File: src/rtl/song_sequencer_pkg.sv
// Shared constants for the song sequencer: FSM states, tempo codes, note field widths.
// Pure declarations, no logic.
package song_sequencer_pkg;

  localparam int OCT_W  = 3;
  localparam int NOTE_W = 3;
  localparam int LEN_W  = 3;

  localparam logic [1:0] MOD_HALF   = 2'b10;
  localparam logic [1:0] MOD_DOUBLE = 2'b11;

  typedef enum logic [2:0] {
    ST_IDLE,
    ST_FETCH,
    ST_PLAY,
    ST_GAP,
    ST_DONE
  } state_t;

endpackage

File: src/rtl/song_sequencer_note_timer.sv
// Loadable down-counter; o_tc pulses on the last running, unpaused cycle of a count.
// Load has priority over counting; pause freezes the remaining count.
module note_timer #(
  parameter int W = 29
) (
  input  logic         clk,
  input  logic         rst_n,
  input  logic         i_load,
  input  logic [W-1:0] i_load_val,
  input  logic         i_run,
  input  logic         i_pause,
  output logic         o_tc
);

  logic [W-1:0] r_cnt;

  always_ff @(posedge clk or negedge rst_n) begin
    if (!rst_n) begin
      r_cnt <= '0;
    end else if (i_load) begin
      r_cnt <= i_load_val;
    end else if (i_run && !i_pause && (r_cnt != '0)) begin
      r_cnt <= r_cnt - 1'b1;
    end
  end

  assign o_tc = i_run && !i_pause && (r_cnt == W'(1));

endmodule

File: src/rtl/song_sequencer.sv
// Walks the song ROM, timing each note (PLAY) and the silent articulation gap (GAP).
// All outputs registered from the next state; pause freezes timing, en low aborts to IDLE.
module song_sequencer
  import song_sequencer_pkg::*;
#(
  parameter int SONG_CNT_BITS  = 8,
  parameter int FULL_NOTE_BITS = 28,
  parameter int GAP_CYCLES     = 1_000_000
) (
  input  logic                      clk,
  input  logic                      rst_n,
  input  logic                      en,
  input  logic                      start,
  input  logic                      pause,
  input  logic [1:0]                mod,
  input  logic [SONG_CNT_BITS-1:0]  track,
  input  logic [FULL_NOTE_BITS-1:0] full_note,
  input  logic [OCT_W-1:0]          rom_octave,
  input  logic [NOTE_W-1:0]         rom_note,
  input  logic [LEN_W-1:0]          rom_length,
  output logic [SONG_CNT_BITS-1:0]  rom_addr,
  output logic [OCT_W-1:0]          goal_octave,
  output logic [NOTE_W-1:0]         goal_note,
  output logic [LEN_W-1:0]          goal_length,
  output logic                      sound_en,
  output logic                      note_start,
  output logic                      note_over,
  output logic                      song_done,
  output logic                      busy
);

  // One extra bit so half-time doubling of the full-note period cannot overflow.
  localparam int CW = FULL_NOTE_BITS + 1;
  localparam logic [CW-1:0] GAP_LOAD = CW'(GAP_CYCLES);

  state_t                     r_state, w_next;
  logic [SONG_CNT_BITS-1:0]   r_rom_addr, w_addr_next;
  logic [OCT_W-1:0]           r_goal_octave;
  logic [NOTE_W-1:0]          r_goal_note;
  logic [LEN_W-1:0]           r_goal_length;
  logic                       r_sound_en, r_note_start, r_note_over, r_song_done, r_busy;
  logic [CW-1:0]              w_base, w_scaled, w_dur, w_load_val;
  logic                       w_load, w_run, w_tc, w_last;

  assign w_base = {1'b0, full_note} >> rom_length;

  always_comb begin
    w_scaled = w_base;
    if (mod == MOD_HALF) begin
      w_scaled = w_base << 1;
    end else if (mod == MOD_DOUBLE) begin
      w_scaled = w_base >> 1;
    end
  end

  assign w_dur  = (w_scaled == '0) ? CW'(1) : w_scaled;
  assign w_run  = (r_state == ST_PLAY) || (r_state == ST_GAP);
  assign w_last = (r_rom_addr == track - 1'b1);

  note_timer #(.W(CW)) u_note_timer (
    .clk        (clk),
    .rst_n      (rst_n),
    .i_load     (w_load),
    .i_load_val (w_load_val),
    .i_run      (w_run),
    .i_pause    (pause),
    .o_tc       (w_tc)
  );

  always_ff @(posedge clk or negedge rst_n) begin
    if (!rst_n) begin
      r_state <= ST_IDLE;
    end else begin
      r_state <= w_next;
    end
  end

  always_comb begin
    w_next      = r_state;
    w_load      = 1'b0;
    w_load_val  = w_dur;
    w_addr_next = r_rom_addr;
    unique case (r_state)
      ST_IDLE: begin
        if (start) begin
          w_next = (track == '0) ? ST_DONE : ST_FETCH;
        end
      end
      ST_FETCH: begin
        w_load = 1'b1;
        w_next = ST_PLAY;
      end
      ST_PLAY: begin
        if (w_tc) begin
          w_load     = 1'b1;
          w_load_val = GAP_LOAD;
          w_next     = ST_GAP;
        end
      end
      ST_GAP: begin
        if (w_tc) begin
          if (w_last) begin
            w_next = ST_DONE;
          end else begin
            w_next      = ST_FETCH;
            w_addr_next = r_rom_addr + 1'b1;
          end
        end
      end
      ST_DONE: w_next = ST_DONE;
      default: w_next = ST_IDLE;
    endcase
    if (!en) begin
      w_next      = ST_IDLE;
      w_load      = 1'b0;
      w_addr_next = '0;
    end
  end

  always_ff @(posedge clk or negedge rst_n) begin
    if (!rst_n) begin
      r_rom_addr    <= '0;
      r_goal_octave <= '0;
      r_goal_note   <= '0;
      r_goal_length <= '0;
      r_sound_en    <= 1'b0;
      r_note_start  <= 1'b0;
      r_note_over   <= 1'b0;
      r_song_done   <= 1'b0;
      r_busy        <= 1'b0;
    end else begin
      r_rom_addr <= w_addr_next;
      if (w_next == ST_IDLE) begin
        r_goal_octave <= '0;
        r_goal_note   <= '0;
        r_goal_length <= '0;
      end else if (r_state == ST_FETCH) begin
        r_goal_octave <= rom_octave;
        r_goal_note   <= rom_note;
        r_goal_length <= rom_length;
      end
      r_sound_en   <= (w_next == ST_PLAY) && !(pause && (r_state == ST_PLAY));
      r_note_start <= (r_state == ST_FETCH) && (w_next == ST_PLAY);
      r_note_over  <= (r_state == ST_PLAY) && (w_next == ST_GAP);
      r_song_done  <= (w_next == ST_DONE);
      r_busy       <= (w_next == ST_FETCH) || (w_next == ST_PLAY) || (w_next == ST_GAP);
    end
  end

  assign rom_addr    = r_rom_addr;
  assign goal_octave = r_goal_octave;
  assign goal_note   = r_goal_note;
  assign goal_length = r_goal_length;
  assign sound_en    = r_sound_en;
  assign note_start  = r_note_start;
  assign note_over   = r_note_over;
  assign song_done   = r_song_done;
  assign busy        = r_busy;

endmodule

File: config.mk
export PLATFORM = sky130hd
export DESIGN_NAME = song_sequencer
export DESIGN_NICKNAME = d
export VERILOG_FILES = /design/src/rtl/song_sequencer_pkg.sv /design/src/rtl/song_sequencer_note_timer.sv /design/src/rtl/song_sequencer.sv
export SDC_FILE = /design/constraint.sdc
export NUM_CORES = 1
export LEC_CHECK = 0
export BUFFER_PORTS_ARGS = -buffer_cell sky130_fd_sc_hd__buf_2
export CORE_ASPECT_RATIO = 0.7
export CORE_MARGIN = 2
export CORE_UTILIZATION = 55
export DETAILED_ROUTE_END_ITERATION = 8
export PLACE_DENSITY_LB_ADDON = 0.25
export SKIP_CTS_REPAIR_TIMING = 1
export SLEW_MARGIN = 5
export SYNTH_ARGS = -nofsm -noshare
export SYNTH_HDL_FRONTEND = slang
export SYNTH_SLANG_ARGS = --single-unit
export TNS_END_PERCENT = 50
File: constraint.sdc
create_clock -name clk -period 2.89 [get_ports clk]
set_input_delay 0.578 -clock clk [delete_from_list [all_inputs] [get_ports clk]]
set_output_delay 0.578 -clock clk [all_outputs]
set_load 0.005 [all_outputs]
* Yosys cells after proc, flatten, opt, wreduce, memory -nomap -nowiden
Cells that the tools add are included.
** Word-level totals
- Register bits :: 54
- Bits in latches :: 0
- Bits in writable memories :: 0
- Bits in read-only memories :: 0
- Input port bits :: 52
- Output and inout bits :: 22
- Logic and storage cells :: 77
- Memories kept :: 0
** Operators by class
- Add/sub/neg operators :: 3
- Multipliers :: 0
- Divide/modulo/power cells :: 0
- Magnitude comparators :: 0
- Equal/unequal tests :: 15
- Shift-type cells :: 1
- Multiplexer cells :: 27
- Bitwise gates (word level) :: 0
- Reduce and logical (&&, ||, !) cells :: 20
** Operators with widths (count)
- 2-to-1 mux 29 bit :: 7
- 2-to-1 mux 3 bit :: 12
- 2-to-1 mux 8 bit :: 4
- equality test 29 x 1 -> 1 bit (second input constant) :: 1
- logical NOT 29 bit :: 1
- nonzero test 29 bit :: 1
- >> shifter 28 x 3 -> 29 bit :: 1
- subtractor 29 x 1 -> 29 bit (second input constant) :: 1
- one-hot mux 3 bit (5 select lines) :: 1
- equality test 3 x 2 -> 1 bit (second input constant) :: 4
- adder 8 x 1 -> 8 bit (second input constant) :: 1
- equality test 8 bit :: 1
- logical NOT 8 bit :: 1
- subtractor 8 x 1 -> 8 bit (second input constant) :: 1
- logical AND 1 bit :: 7
- equality test 3 x 1 -> 1 bit (second input constant) :: 2
- equality test 3 bit (second input constant) :: 2
- logical NOT 3 bit :: 2
- equality test 2 bit (second input constant) :: 2
- != test 2 x 1 -> 1 bit (second input constant) :: 2
- nonzero test 2 bit :: 2
- logical OR 1 bit :: 3
- AND reduction 3 bit :: 1
- logical NOT 1 bit :: 2
- 3 further kinds :: 4

* Depth between registers and ports, before layout
- Depth in word-level cells :: 10
- Gate-level depth with buffers :: 11
- Depth with buffers taken out :: 10

* Hierarchy
Synthesis repeated with hierarchy kept, for this count alone.
** Second synthesis, totals
- Cell total of the unflattened synthesis :: 598
- Area, all modules :: 5287.6 µm²
** By module, submodules not included
- song_sequencer :: times used 1, cells an instance 384, area each 3337.0 µm², sequential area each 625.6 µm²
- note_timer :: times used 1, cells an instance 214, area each 1950.6 µm², sequential area each 725.7 µm²

* Worst setup path after synthesis
No wires, ideal clock.
- Kind :: input-to-reg
- Start point :: in rom_length[1]
- End point :: reg u_note_timer.r_cnt[0]
- Library setup time :: 0.082 ns
- Data arrival time :: 2.606 ns
- Required time :: 2.808 ns
- Path slack :: 0.202 ns
- Cell stages on the path :: 7
- Path buffers :: 1
- Path through :: buf_6 mux4_2 mux2_4 or4b_1 a2111oi_2 nand4_1 a22oi_2
** Between the ends
- Longest elaborated chain between the ends :: 8
** Ends and longest elaborated chain
- from (decl) :: line song_sequencer.sv:20 : input logic [LEN_W-1:0] rom_length,
- >> shifter 28 x 3 -> 29 bit (*) :: line song_sequencer.sv:45 : assign w_base = {1'b0, full_note} >> rom_length;
- 2-to-1 mux 29 bit :: line song_sequencer.sv:51 : end else if (mod == MOD_DOUBLE) begin
- 2-to-1 mux 29 bit (*) :: line song_sequencer.sv:49 : if (mod == MOD_HALF) begin
- logical NOT 29 bit :: line song_sequencer.sv:56 : assign w_dur = (w_scaled == '0) ? CW'(1) : w_scaled;
- 2-to-1 mux 29 bit (*) :: line song_sequencer.sv:56
- 2-to-1 mux 29 bit :: line song_sequencer.sv:94 : if (w_tc) begin
- 2-to-1 mux 29 bit (*) :: line song_sequencer.sv:83 : unique case (r_state)
- 2-to-1 mux 29 bit (*) :: line song_sequencer_note_timer.sv:20 : end else if (i_load) begin
- to (signal assigned) :: line song_sequencer_note_timer.sv:21 : r_cnt <= i_load_val;
- to (signal assigned) :: line song_sequencer_note_timer.sv:23 : r_cnt <= r_cnt - 1'b1;
- to (decl) :: line song_sequencer_note_timer.sv:15 : logic [W-1:0] r_cnt;
Every way passes the cells marked *; elsewhere a longest branch is shown, timed or not.
A chain may end at the register's enable or synchronous reset.

* Worst setup path in the final report
Ends and elaborated chain as after synthesis.

==> flow_summary.json <==
{
  "cp.arrival_ns": 3.01,
  "max_freq_mhz": 358.8,
  "power_uw": 2618,
  "setup_violations": 0,
  "cts_sinks": 54,
  "ant_nets": 0,
  "yosys.area.top_type_share_pct": 25.89,
  "yosysTopAreaCell": "dfrtp_1",
  "yosysWarnings": 0,
  "pin_count": 74,
  "reg2regPathDepth": 8,
  "cts_buffers": 5,
  "via_per_inst": 6.500,
  "drv_slew": 0,
  "grt_antenna_before_repair": 0,
  "antenna_cells": 0,
  "vias": 5473,
  "synth_top_flop_cell": "dfrtp_1",
  "die_area_um2": 10300,
  "status": "finished, final reports clean",
  "clk_pin_slew_ns": 0.07,
  "mostFrequentLayoutCells": "94 x nor2_1, 73 x buf_2, 54 x dfrtp_1",
  "grt_max_degree": 32,
  "maxCapViolations": 0,
  "reg2reg_from": "u_note_timer.r_cnt[23]",
  "insertion_delay_ns": 0.30,
  "io_buffers": 73,
  "dr.pass1.iters": 5,
  "grt-ovfl-total": 0,
  "cts_buffer_depth": 2,
  "wl_mm": 14.94,
  "fin_crit_sh_pct": 96.44,
  "cts_tree": "done",
  "tightestPinTransition_ns": 0.6616,
  "start_util_pct": 57.09,
  "power.leakage_uw": 0.002719,
  "crit_start": "rom_length[1]",
  "drc": 0,
  "ys_seq_elements": 54,
  "critPathKind": "in -> reg",
  "synth.area.top_cells": "dfrtp_1 26%, mux2i_1 9.0%, nor2_1 6.8%",
  "cts_root_buffer": "clkbuf_16",
  "holdWs_ns": 0.3036,
  "htree_levels": 2,
  "num-fill-cells": 731,
  "drive_gt1_share_pct": 25.77,
  "final_common_cell": "nor2_1",
  "rsz0062_at_grt": "false",
  "final-hold-violation-count": 0,
  "core_um2": 9144,
  "place_ws_ns": -0.1400,
  "grt_usage_pct": 29.55,
  "synth.avg_cell_area_um2": 8.406,
  "seq_area_frac_synth_pct": 25.89,
  "fin_ws_ns": 0.1029,
  "finClkSkew_ns": 0.006514,
  "cp_max_fo": 9,
  "synth_edf_count": 0,
  "synthCells": 621,
  "wire_per_inst_um": 17.75,
  "p_per_area_nw_per_um2": 423.0,
  "die_y_um": 85.51,
  "num_rows": 29,
  "area_growth_pct": 18.55,
  "routabilityCongestion": 0.9800,
  "worstSetupStartpointType": "input port",
  "final_util_pct": 67.68,
  "netlist_area_um2": 5220,
  "ys_async_sr_fraction_pct": 100.0,
  "grt_pass1_vias": 5016,
  "crit_path_end_kind": "register",
  "peakVddDrop_mv": 0.3693,
  "reg2reg_slack_ns": 0.15,
  "stdcell_count": 842,
  "die_x_um": 120.4,
  "yosysUniqueCellTypes": 75,
  "final_nets": 776,
  "grt_pass1_wl_mm": 24.71,
  "slew_headroom_pct": 55.89,
  "min_path_type": "in -> async",
  "first_iter_violations": 624,
  "period_needed_ns": 2.787,
  "hpwl_mm": 11.48,
  "worst_ep_required_time_ns": 3.11,
  "synth_nets": 679,
  "dp.cells": 835
}
-- final timing paths --
| path | to |
|---|---|
| max reg2reg | goal_note[1] |
| max | u_note_timer.r_cnt[0] |
| min in group clk | goal_length[2] |
| max in group asynchronous | u_note_timer.r_cnt[10] |
| min reg2reg | goal_length[2] |
| min | note_over |
-- routing by layer --
| layer | up-vias | part of all wire (%) | global-route usage, % |
|---|---|---|---|
| met5 | - | 0 | 0 |
| met4 | 0 | 1.4 | 6.871 |
| met2 | 293 | 44 | 45.51 |
| met1 | 2606 | 45 | 43.27 |
| met3 | 29 | 9.3 | 5.652 |
| li1 | 2545 | - | - |
-- cells in the mapped netlist, types with 8 or more instances --
library cell	instances
a211oi_1	20
a21oi_1	37
a31oi_1	19
and2_1	9
buf_2	10
clkbuf_1	22
dfrtp_1	54
inv_1	11
mux2_2	19
mux2i_1	47
mux4_2	13
nand2_1	32
nand2b_1	11
nand3_1	8
nor2_1	94
nor3_1	25
nor4_1	15
o21a_1	9
o21ai_0	23
o22a_1	11
xnor2_1	13
-- sequential cells by signal, summed over array words and instances (netlist names) --
name,cells
note_over,1
goal_length,3
song_done,1
u_note_timer.r_cnt,29
goal_octave,3
r_state,3
goal_note,3
sound_en,1
rom_addr,8
note_start,1
busy,1
-- where the power goes --
| part | internal, uW | switching, uW | total [uW] |
|---|---|---|---|
| sequential | 863 | 134 | 997 |
| combinational | 423 | 519 | 942 |
| clock | 406 | 273 | 678 |
| total | 1690 | 926 | 2620 |
-- cells by family (layout without fill, tap and decap cells) --
family                   count (synthesis)  count (layout)  synth area share, %
XOR/XNOR                                19              19                3.188
flip-flops                              54              54                25.89
multiplexers                            81              81                19.51
buffers and inverters                   50             147                4.051
AO/OA/AOI/OAI                          173             173                22.67
AND/OR/NAND/NOR                        238             238                23.25
adder cells (fa/ha/maj)                  6               6                1.438
-- critical path, cell delays in order --
cell and delay [ns]:
buf_2 0.22, buf_4 0.18, mux2i_1 0.24, mux2i_1 0.13, a22o_1 0.26, nor2_1 0.22, or4b_1 0.49, a2111oi_2 0.36
nand4_1 0.17, a22oi_2 0.16
-- metrics by stage --
stage | TNS, ns | cell area, um2
after floorplan | 0 | 5220
after global placement | -0.02196 | 6025
after detailed placement | -0.5722 | 6025
after CTS | 0 | 6188
after global routing | 0 | 6188
final | 0 | 6188
-- cell type report --
| type | instances | area [um2] | share of cell area (%) |
|---|---|---|---|
| clock buffers | 5 | 125.1 | 2.022 |
| clock inverters | 2 | 38.79 | 0.6268 |
| inverters | 12 | 45.04 | 0.7279 |
| multi-input cells | 517 | 3657 | 59.10 |
| flip-flops and latches | 54 | 1351 | 21.84 |
| well taps | 124 | 155.1 | 2.507 |
| repair buffers | 128 | 815.8 | 13.18 |
No activity file was read; power rests on OpenSTA's default activity.
